## src/rtl/ys_poly_small_exe_p_if.sv

```systemverilog
// rtl/ys_poly_small_exe_p_if.sv - control and RAM port bundle for the polynomial coefficient engine
interface ys_poly_small_exe_p_if #(
  parameter int COEF_W = 13,
  parameter int LANES  = 2,
  parameter int N      = 701
);
  localparam int DW = LANES * COEF_W;
  localparam int NW = (N + LANES - 1) / LANES;
  localparam int AW = (NW > 1) ? $clog2(NW) : 1;

  logic          start;
  logic [1:0]    mode;
  logic          busy;
  logic          done;
  logic [AW-1:0] ram1_addr;
  logic [DW-1:0] ram1_dout;
  logic [AW-1:0] ram2_addr;
  logic          ram2_we;
  logic [DW-1:0] ram2_din;

  modport master (
    output start, mode, ram1_dout,
    input  busy, done, ram1_addr, ram2_addr, ram2_we, ram2_din
  );

  modport slave (
    input  start, mode, ram1_dout,
    output busy, done, ram1_addr, ram2_addr, ram2_we, ram2_din
  );
endinterface

```

## src/rtl/ys_poly_small_exe_p.sv

```systemverilog
// rtl/ys_poly_small_exe_p.sv - streams a packed polynomial from ram1 to ram2 applying a per-coefficient update
module ys_poly_small_exe_p #(
  parameter int COEF_W = 13,
  parameter int LANES  = 2,
  parameter int N      = 701,
  parameter int RD_LAT = 1
) (
  input logic                  clk,
  input logic                  rst_n,
  ys_poly_small_exe_p_if.slave bus
);
  localparam int DW = LANES * COEF_W;
  localparam int NW = (N + LANES - 1) / LANES;
  localparam int AW = (NW > 1) ? $clog2(NW) : 1;
  localparam logic [AW-1:0] LAST_ADDR = AW'(NW - 1);

  typedef enum logic [1:0] {S_IDLE, S_READ, S_DRAIN} state_t;

  state_t            state_q, state_d;
  logic              busy_q, busy_d;
  logic              done_q, done_d;
  logic [1:0]        mode_q, mode_d;
  logic [AW-1:0]     rd_cnt_q, rd_cnt_d;
  logic [COEF_W-1:0] carry_q, carry_d;
  logic [RD_LAT-1:0] pvld_q, pvld_d;
  logic [AW-1:0]     paddr_q [RD_LAT];
  logic [AW-1:0]     paddr_d [RD_LAT];
  logic              we_q, we_d;
  logic [AW-1:0]     waddr_q, waddr_d;
  logic [DW-1:0]     din_q, din_d;

  // lane k sees c[j-1] at slice k and c[j] at slice k+1; slice 0 is the carry
  logic [DW+COEF_W-1:0] ext;
  assign ext = {bus.ram1_dout, carry_q};

  function automatic logic [COEF_W-1:0] times3(input logic [COEF_W-1:0] x);
    return (x << 1) + x;
  endfunction

  function automatic logic [COEF_W-1:0] lane_op(input logic [1:0] m,
                                                input logic [COEF_W-1:0] prev,
                                                input logic [COEF_W-1:0] cur);
    logic [COEF_W-1:0] diff;
    diff = prev - cur;
    case (m)
      2'd0:    lane_op = times3(cur);
      2'd1:    lane_op = diff;
      2'd2:    lane_op = times3(diff);
      default: lane_op = cur;
    endcase
  endfunction

  always_comb begin
    state_d  = state_q;
    busy_d   = busy_q;
    done_d   = 1'b0;
    mode_d   = mode_q;
    rd_cnt_d = rd_cnt_q;
    carry_d  = carry_q;
    if (pvld_q[RD_LAT-1]) begin
      carry_d = bus.ram1_dout[(LANES-1)*COEF_W +: COEF_W];
    end
    case (state_q)
      S_IDLE: begin
        // the done cycle is still IDLE, so done_q blocks a back-to-back start
        if (bus.start && !done_q) begin
          state_d  = S_READ;
          mode_d   = bus.mode;
          rd_cnt_d = '0;
          carry_d  = '0;
          busy_d   = 1'b1;
        end
      end
      S_READ: begin
        if (rd_cnt_q == LAST_ADDR) begin
          state_d = S_DRAIN;
        end else begin
          rd_cnt_d = rd_cnt_q + 1'b1;
        end
      end
      S_DRAIN: begin
        if (we_q && (waddr_q == LAST_ADDR)) begin
          state_d = S_IDLE;
          busy_d  = 1'b0;
          done_d  = 1'b1;
        end
      end
      default: state_d = S_IDLE;
    endcase
  end

  always_comb begin
    pvld_d[0]  = (state_q == S_READ);
    paddr_d[0] = rd_cnt_q;
    for (int i = 1; i < RD_LAT; i++) begin
      pvld_d[i]  = pvld_q[i-1];
      paddr_d[i] = paddr_q[i-1];
    end
  end

  always_comb begin
    we_d    = pvld_q[RD_LAT-1];
    waddr_d = paddr_q[RD_LAT-1];
    din_d   = '0;
    for (int k = 0; k < LANES; k++) begin
      // padding lanes past the polynomial end are forced to zero
      if (int'(paddr_q[RD_LAT-1]) * LANES + k < N) begin
        din_d[k*COEF_W +: COEF_W] = lane_op(mode_q, ext[k*COEF_W +: COEF_W],
                                            ext[(k+1)*COEF_W +: COEF_W]);
      end
    end
  end

  always_ff @(posedge clk or negedge rst_n) begin
    if (!rst_n) begin
      state_q  <= S_IDLE;
      busy_q   <= 1'b0;
      done_q   <= 1'b0;
      mode_q   <= '0;
      rd_cnt_q <= '0;
      carry_q  <= '0;
      pvld_q   <= '0;
      for (int i = 0; i < RD_LAT; i++) paddr_q[i] <= '0;
      we_q     <= 1'b0;
      waddr_q  <= '0;
      din_q    <= '0;
    end else begin
      state_q  <= state_d;
      busy_q   <= busy_d;
      done_q   <= done_d;
      mode_q   <= mode_d;
      rd_cnt_q <= rd_cnt_d;
      carry_q  <= carry_d;
      pvld_q   <= pvld_d;
      for (int i = 0; i < RD_LAT; i++) paddr_q[i] <= paddr_d[i];
      we_q     <= we_d;
      waddr_q  <= waddr_d;
      din_q    <= din_d;
    end
  end

  assign bus.busy      = busy_q;
  assign bus.done      = done_q;
  assign bus.ram1_addr = rd_cnt_q;
  assign bus.ram2_we   = we_q;
  assign bus.ram2_addr = waddr_q;
  assign bus.ram2_din  = din_q;
endmodule

```

## src/flat_wrapper.sv

```systemverilog
// flat-port wrapper written by rule: the top's interface ports become plain ports
module ys_poly_small_exe_p_flat 
#(
  parameter int COEF_W = 13,
  parameter int LANES  = 2,
  parameter int N      = 701,
  parameter int RD_LAT = 1
)
  (clk, rst_n, bus_start, bus_mode, bus_ram1_dout, bus_busy, bus_done, bus_ram1_addr, bus_ram2_addr, bus_ram2_we, bus_ram2_din);
  ys_poly_small_exe_p_if #(.COEF_W(COEF_W), .LANES(LANES), .N(N)) bus_i ();
  input logic clk;
  input logic rst_n;
  input wire logic [$bits(bus_i.start)-1:0] bus_start;
  input wire logic [$bits(bus_i.mode)-1:0] bus_mode;
  input wire logic [$bits(bus_i.ram1_dout)-1:0] bus_ram1_dout;
  output wire logic [$bits(bus_i.busy)-1:0] bus_busy;
  output wire logic [$bits(bus_i.done)-1:0] bus_done;
  output wire logic [$bits(bus_i.ram1_addr)-1:0] bus_ram1_addr;
  output wire logic [$bits(bus_i.ram2_addr)-1:0] bus_ram2_addr;
  output wire logic [$bits(bus_i.ram2_we)-1:0] bus_ram2_we;
  output wire logic [$bits(bus_i.ram2_din)-1:0] bus_ram2_din;
  assign bus_i.start = bus_start;
  assign bus_i.mode = bus_mode;
  assign bus_i.ram1_dout = bus_ram1_dout;
  assign bus_busy = bus_i.busy;
  assign bus_done = bus_i.done;
  assign bus_ram1_addr = bus_i.ram1_addr;
  assign bus_ram2_addr = bus_i.ram2_addr;
  assign bus_ram2_we = bus_i.ram2_we;
  assign bus_ram2_din = bus_i.ram2_din;
  ys_poly_small_exe_p #(.COEF_W(COEF_W), .LANES(LANES), .N(N), .RD_LAT(RD_LAT)) u_core (.clk(clk), .rst_n(rst_n), .bus(bus_i));
endmodule
```

## config.mk

```make
export PLATFORM = sky130hd
export DESIGN_NAME = ys_poly_small_exe_p_flat
export DESIGN_NICKNAME = d
export VERILOG_FILES = /design/src/rtl/ys_poly_small_exe_p_if.sv /design/src/rtl/ys_poly_small_exe_p.sv /design/src/flat_wrapper.sv
export SDC_FILE = /design/constraint.sdc
export NUM_CORES = 1
export LEC_CHECK = 0
export CAP_MARGIN = 20
export CORE_MARGIN = 3
export CORE_UTILIZATION = 44
export DETAILED_ROUTE_END_ITERATION = 8
export GPL_TIMING_DRIVEN = 0
export PLACE_DENSITY = 0.73
export SETUP_SLACK_MARGIN = 0.05
export SLEW_MARGIN = 20
export SYNTH_ARGS = -nofsm -noshare
export SYNTH_HDL_FRONTEND = slang
export SYNTH_SLANG_ARGS = --single-unit
export TNS_END_PERCENT = 1
```

## constraint.sdc

```tcl
create_clock -name clk -period 4.3 [get_ports clk]
set_input_delay 0.43 -clock clk [delete_from_list [all_inputs] [get_ports clk]]
set_output_delay 0.43 -clock clk [all_outputs]
set_load 0.02 [all_outputs]
```

# ---- Yosys cells after proc, flatten, opt, wreduce, memory -nomap -nowiden
# Index checks and enable logic that the tools add are counted.
dict set report word_totals {
  word_cells 61
  input_bits 31
  output_inout_bits 47
  register_bits 74
}
dict set report op_classes {
  n_lt_le_gt_ge 2
  n_reduce_logical 11
  mux 19
  eq_ne 10
  n_addsub 8
}
# op n
set op_table {}
lappend op_table {{case mux 13 bit (3 select lines)} 2}
lappend op_table {{2-to-1 mux 13 bit} 5}
lappend op_table {{adder 13 bit} 4}
lappend op_table {{< comparator 32 x 11 -> 1 bit (second input constant)} 1}
lappend op_table {{subtractor 13 bit} 2}
lappend op_table {{== test 9 bit (second input constant)} 2}
lappend op_table {{2-to-1 mux 9 bit} 2}
lappend op_table {{case mux 9 bit (2 select lines)} 1}
lappend op_table {{adder 10 x 1 -> 11 bit (second input constant)} 1}
lappend op_table {{< comparator 10 bit (second input constant)} 1}
lappend op_table {{adder 9 x 1 -> 9 bit (second input constant)} 1}
lappend op_table {{AND reduction 3 bit} 3}
lappend op_table {{2-to-1 mux 2 bit} 3}
lappend op_table {{case mux 2 bit (3 select lines)} 1}
lappend op_table {{== test 2 x 1 -> 1 bit (second input constant)} 2}
lappend op_table {{== test 2 bit (second input constant)} 2}
lappend op_table {{logical NOT 2 bit} 2}
lappend op_table {{2-to-1 mux 1 bit} 4}
lappend op_table {{inequality test 2 x 1 -> 1 bit (second input constant)} 2}
lappend op_table {{inequality test 2 bit (second input constant)} 2}
lappend op_table {{nonzero test 2 bit} 2}
lappend op_table {{logical AND 1 bit} 2}
lappend op_table {{case mux 1 bit (2 select lines)} 1}
lappend op_table {{AND reduction 2 bit} 1}
lappend op_table {{logical NOT 1 bit} 1}

# ---- Longest topological paths before layout
dict set report logic_depth {
  depth_word 4
  mapped_depth 17
  mapped_depth_nobuf 17
}

# ---- Worst setup path after synthesis
# OpenSTA, ideal clock, no wires.
dict set report synth_timing {
  path_kind {input-to-reg}
  start {in bus_ram1_dout[0]}
  end {reg u_core.din_q[25] (netlist: u_core.bus.ram2_din[25])}
  cell_stages 16
  setup_ns 0.110
  arrival_ns 3.605
  path_buffers 0
  required_time_ns 4.190
  setup_slack_ns 0.585
  cell_sequence {inv_1 > ha_1 > inv_1 > fa_1 > a211oi_1 > o21a_1 > nor2_1 > a21oi_1 > xnor2_1 > ha_1 > and2_1 > and4_1 > or4_1 > a21o_1 > and2_1 > o41ai_1}
}
dict set report synth_between {
  elab_chain_len 4
}
# element line_no
set synth_lines {}
lappend synth_lines {{start: declaration} flat_wrapper.sv:15} ;# input wire logic [$bits(bus_i.ram1_dout)-1:0] bus_ram1_dout;
lappend synth_lines {{subtractor 13 bit (*)} ys_poly_small_exe_p.sv:44} ;# diff = prev - cur;
lappend synth_lines {{adder 13 bit} ys_poly_small_exe_p.sv:37} ;# return (x << 1) + x;
lappend synth_lines {{case mux 13 bit (3 select lines) (*)} ys_poly_small_exe_p.sv:45} ;# case (m)
lappend synth_lines {{2-to-1 mux 13 bit (*)} ys_poly_small_exe_p.sv:107} ;# if (int'(paddr_q[RD_LAT-1]) * LANES + k < N) begin
lappend synth_lines {{named net u_core.din_d[25]} ys_poly_small_exe_p.sv:30} ;# logic [DW-1:0] din_q, din_d;
lappend synth_lines {{end signal: assignment} ys_poly_small_exe_p.sv:138} ;# din_q <= din_d;
lappend synth_lines {{end: declaration} ys_poly_small_exe_p.sv:30}
# Mark *: on every way through the listed nets, which the timed path passes. The rest lies on a longest branch.
# A chain may end at the register's enable or synchronous reset.

# ---- Worst setup path after layout
dict set report layout_timing {
  start {in bus_ram1_dout[16]}
  end {reg u_core.din_q[25] (netlist: u_core.bus.ram2_din[25])}
}
dict set report layout_between {
  elab_chain_len 4
  word_cells_on_any_way 5
  cone_classes {3 x add/sub; 2 x mux}
}
# element line_no
set layout_lines {}
lappend layout_lines {{subtractor 13 bit} ys_poly_small_exe_p.sv:44}
lappend layout_lines {{adder 13 bit} ys_poly_small_exe_p.sv:37}
lappend layout_lines {{case mux 13 bit (3 select lines) (*)} ys_poly_small_exe_p.sv:45}
lappend layout_lines {{2-to-1 mux 13 bit (*)} ys_poly_small_exe_p.sv:107}
lappend layout_lines {{named net u_core.din_d[25]} ys_poly_small_exe_p.sv:30}
# Marks and branches as above.

==> impl_results.md <==
- Worst-Margin Slew: 0.956 ns
- Routed Antenna Nets: 0
- Starting Density: 45.6%
- Flops & latches, synth: 74
- Routed WL: 15,100 um
- # fillers: 1,153
- Placed cell area: 7120 um2
- Post-synth EDFFs: 0
- TritonCTS clock tree: built
- Ports: 78
- Multi-input logic area: 4100 um2
- TNS Setup: 0 ns
- F_max: 0.247 GHz
- Period utilisation layout: 94.3%
- MaxCap Viol Count: 0
- Synthesized area: 6110 um2
- Ys Warns: 0
- Clk sink count: 74
- Top Family by Delay on Critical Path: simple AND/OR/NAND/NOR gates
- Critical path class: in2reg
- Peak supply drop: 239 uV
- Worst path most repeated cell: and2_1
- Slew Limit Headroom: 36.3%
- Max Buffers Root-to-Sink: 2
- Final Setup Violations: 0
- Root buffer cell: clkbuf_16
- Worst Hold Class: reg2reg
- First-pass GRT wire length: 24,100 um
- Clock transition at path regs: 0.06 ns
- Reg-to-reg critical path endpoint: u_core.bus.ram2_din[9]
- Asr flop ratio synth: 100%
- Fin. max-slew vios: 0
- Worst skew pair latency: 0.34 ns
- Fin area: 7510 um2
- Critical path data required time: 4.54 ns
- Netlist cell types: 67
- Crit-path cells: clkdlybuf4s50_1, inv_1, ha_1, o21a_1, o31ai_2, a21oi_1, a41o_1, nor2_1, xnor2_2, ha_4, and2_1, and4_1, or4_1, a21o_1, and2_1, o41ai_2
- Die area: 15,300 um2
- Status: complete, no violations
- Overall routing resource usage: 20.2%
- Reg-to-Reg Start: u_core.carry_q[0]
- Share of layout cells above drive strength 1: 7.83%
- Final std cells w/o fill: 904
- Die Span Y: 124 um
- Design Power: 4860 uW
- DR WL/cell: 16.6 um
- GP Congestion: 0.904
- Synth Flop Type: dfrtp_1
- Syn Nets: 740
- I/O Buffers: 77
- # placed instances: 887
- Initial DRC count: 326
- CP Max Fanout: 4
- Tmin final: 4.05 ns
- Row count: 42
- Mean Syn Cell Area: 9.65 um2
- Die width: 124 um
- Worst Min Path Start: u_core.paddr_q[2]
- Pre-antenna DRT Iters: 5
- Hold Path Sink: u_core.bus.ram2_addr[2]
- Crit start category: primary input
- Seq/Total Area, Yosys: 30.3%
- Final Hold Vio Count: 0
- Number of remaining DRC errors: 0
- Initial antenna violation count: 0
- Reg2reg path depth: 14
- Worst hold path depth: 0
- Area growth syn-to-layout: 23.0%
- Power Density: 646 nW/um2
- CTS H-Tree Depth: 3
- Placed wire-length estimate: 11,800 um
- CP Capture Type: flop
- Setup Skew: 0.00331 ns
- CP max stage cell: clkdlybuf4s50_1
- Total CTS buffers: 9
- Vias in the first global route: 4,816
- N_diodes: 0
- Commonest cells after routing, fill and taps aside: dfrtp_1, clkdlybuf4s50_1, ha_1
- Core ar.: 13,400 um2
- Seq. cell area: 1850 um2
- Largest net degree at the start of global routing: 61
- Vias per std cell: 5.62
- Syn Inst Count: 633
- Vias: 5,078
- WP data arrival: 4.29 ns
- Flop2flop setup slack: 0.41 ns
- Global route overflow: 0
- Leakage power: 0.00341 uW
- Nets: 830
- Max incr delay on CP: 0.61 ns
- Buf+Inv Stages, Crit Path: 2
- RSZ-0062 raised after global routing: false
- Commonest non-fill, non-tap cell in the layout: dfrtp_1
worst max path at each step:
stage	slack [ns]	depth (start not counted)	from	end
floorplan	0.58	16	bus_ram1_dout[0]	u_core.bus.ram2_din[25]
global placement	-0.38	15	bus_ram1_dout[14]	u_core.bus.ram2_din[24]
detailed placement	-0.38	16	bus_ram1_dout[13]	u_core.bus.ram2_din[25]
CTS	0.05	15	bus_ram1_dout[1]	u_core.bus.ram2_din[25]
global route	0.12	15	bus_ram1_dout[16]	u_core.bus.ram2_din[24]
finish	0.25	16	bus_ram1_dout[16]	u_core.bus.ram2_din[25]
through the flow:
step	worst slack (ns)	hold slack, ns	utilization, %
final	0.245	0.377	56.1
after global placement	-0.381	0.354	53.0
after global routing	0.122	0.383	56.1
after CTS	0.0501	0.379	55.7
after detailed placement	-0.383	0.317	53.2
after floorplan	0.585	0.134	-
Yosys cell counts, types with 3 or more instances:
library cell,count,area share (%)
o31a_1,3,0.43
a21oi_1,47,3.9
o211ai_1,5,0.61
a31oi_1,3,0.31
ha_1,70,14
a21o_1,14,1.7
and3_1,3,0.31
nand2b_1,7,0.72
nor2b_1,11,1.1
fa_1,6,2.0
nand3_1,11,0.90
o21a_1,9,1.1
dfrtp_1,74,30
o41ai_2,3,0.80
and2_1,10,1.0
nor2_1,67,4.1
nand2_1,22,1.4
o21ai_1,5,0.41
mux4_2,14,5.2
mux2i_1,17,2.8
xor2_1,22,3.2
nor3_1,14,1.1
o21bai_1,8,0.98
or2_2,3,0.31
buf_1,5,0.31
o31ai_1,5,0.61
xnor2_1,45,6.5
a211oi_1,11,1.4
clkbuf_1,8,0.49
or3_1,6,0.61
o21ai_0,16,1.3
a41oi_1,4,0.57
inv_1,43,2.6
cell type report:
type,instances,area share [%]
Buffer,13,0.649
Inverter,44,2.20
Clock buffer,9,3.00
Multi-Input combinational cell,502,54.6
Timing Repair Buffer,79,10.9
Sequential cell,74,24.6
Tap cell,176,2.93
Clock inverter,7,1.10
cells by family after synthesis:
kind of cell,Yosys count,synth area share [%]
compound gates,160,18.3
xor+xnor,68,10.0
fa+ha+maj,76,16.3
buf+inv,57,3.50
flops,74,30.3
mux,33,8.32
simple gates,165,13.3
worst reg2reg max path, delay by kind of cell, from the launching register on:
| kind | cells | cell delay [ns] |
|---|---|---|
| adder cells (fa/ha/maj) | 4 | 1.37 |
| AO/OA/AOI/OAI | 4 | 1.03 |
| XOR/XNOR | 1 | 0.15 |
| AND/OR/NAND/NOR | 2 | 0.28 |
| flip-flops | 1 | 0.38 |
| buffers and inverters | 2 | 0.11 |
| multiplexers | 1 | 0.45 |
layer usage:
metal / wire length [um] / vias to the layer above / global-route usage (%)
met2: 6950 / 127 / 32.5
li1: - / 2482 / -
met1: 7100 / 2443 / 28.0
met4: 265 / 0 / 5.74
met5: 0 / - / 0
met3: 731 / 26 / 3.27
what timing repair did:
action | in CTS | in global routing
pin swaps | 1 | 6
hold buffers | 1 | 0
resized for setup | 6 | 11
setup endpoints to repair | 4 | 7
endpoints found under the hold margin | 14 | 0
buffers inserted | 0 | 0
flip-flops by register name (all words and copies together) (netlist names):
register,flops
u_core.bus.ram2_we,1
u_core.state_q,2
u_core.bus.ram2_addr,9
u_core.mode_q,2
u_core.bus.ram1_addr,9
u_core.carry_q,13
u_core.paddr_q,9
u_core.bus.ram2_din,26
u_core.bus.done,1
u_core.pvld_q,1
u_core.bus.busy,1
power breakdown:
| group | internal, uW | switching [uW] | total (uW) | leakage, uW |
|---|---|---|---|---|
| logic | 1420 | 1510 | 2920 | 0.00240 |
| registers | 980 | 165 | 1150 | 0.000868 |
| clock network | 460 | 328 | 787 | 0.000145 |
| total | 2860 | 2000 | 4860 | 0.00341 |
Note: power is estimated with default switching activity, not from simulation.
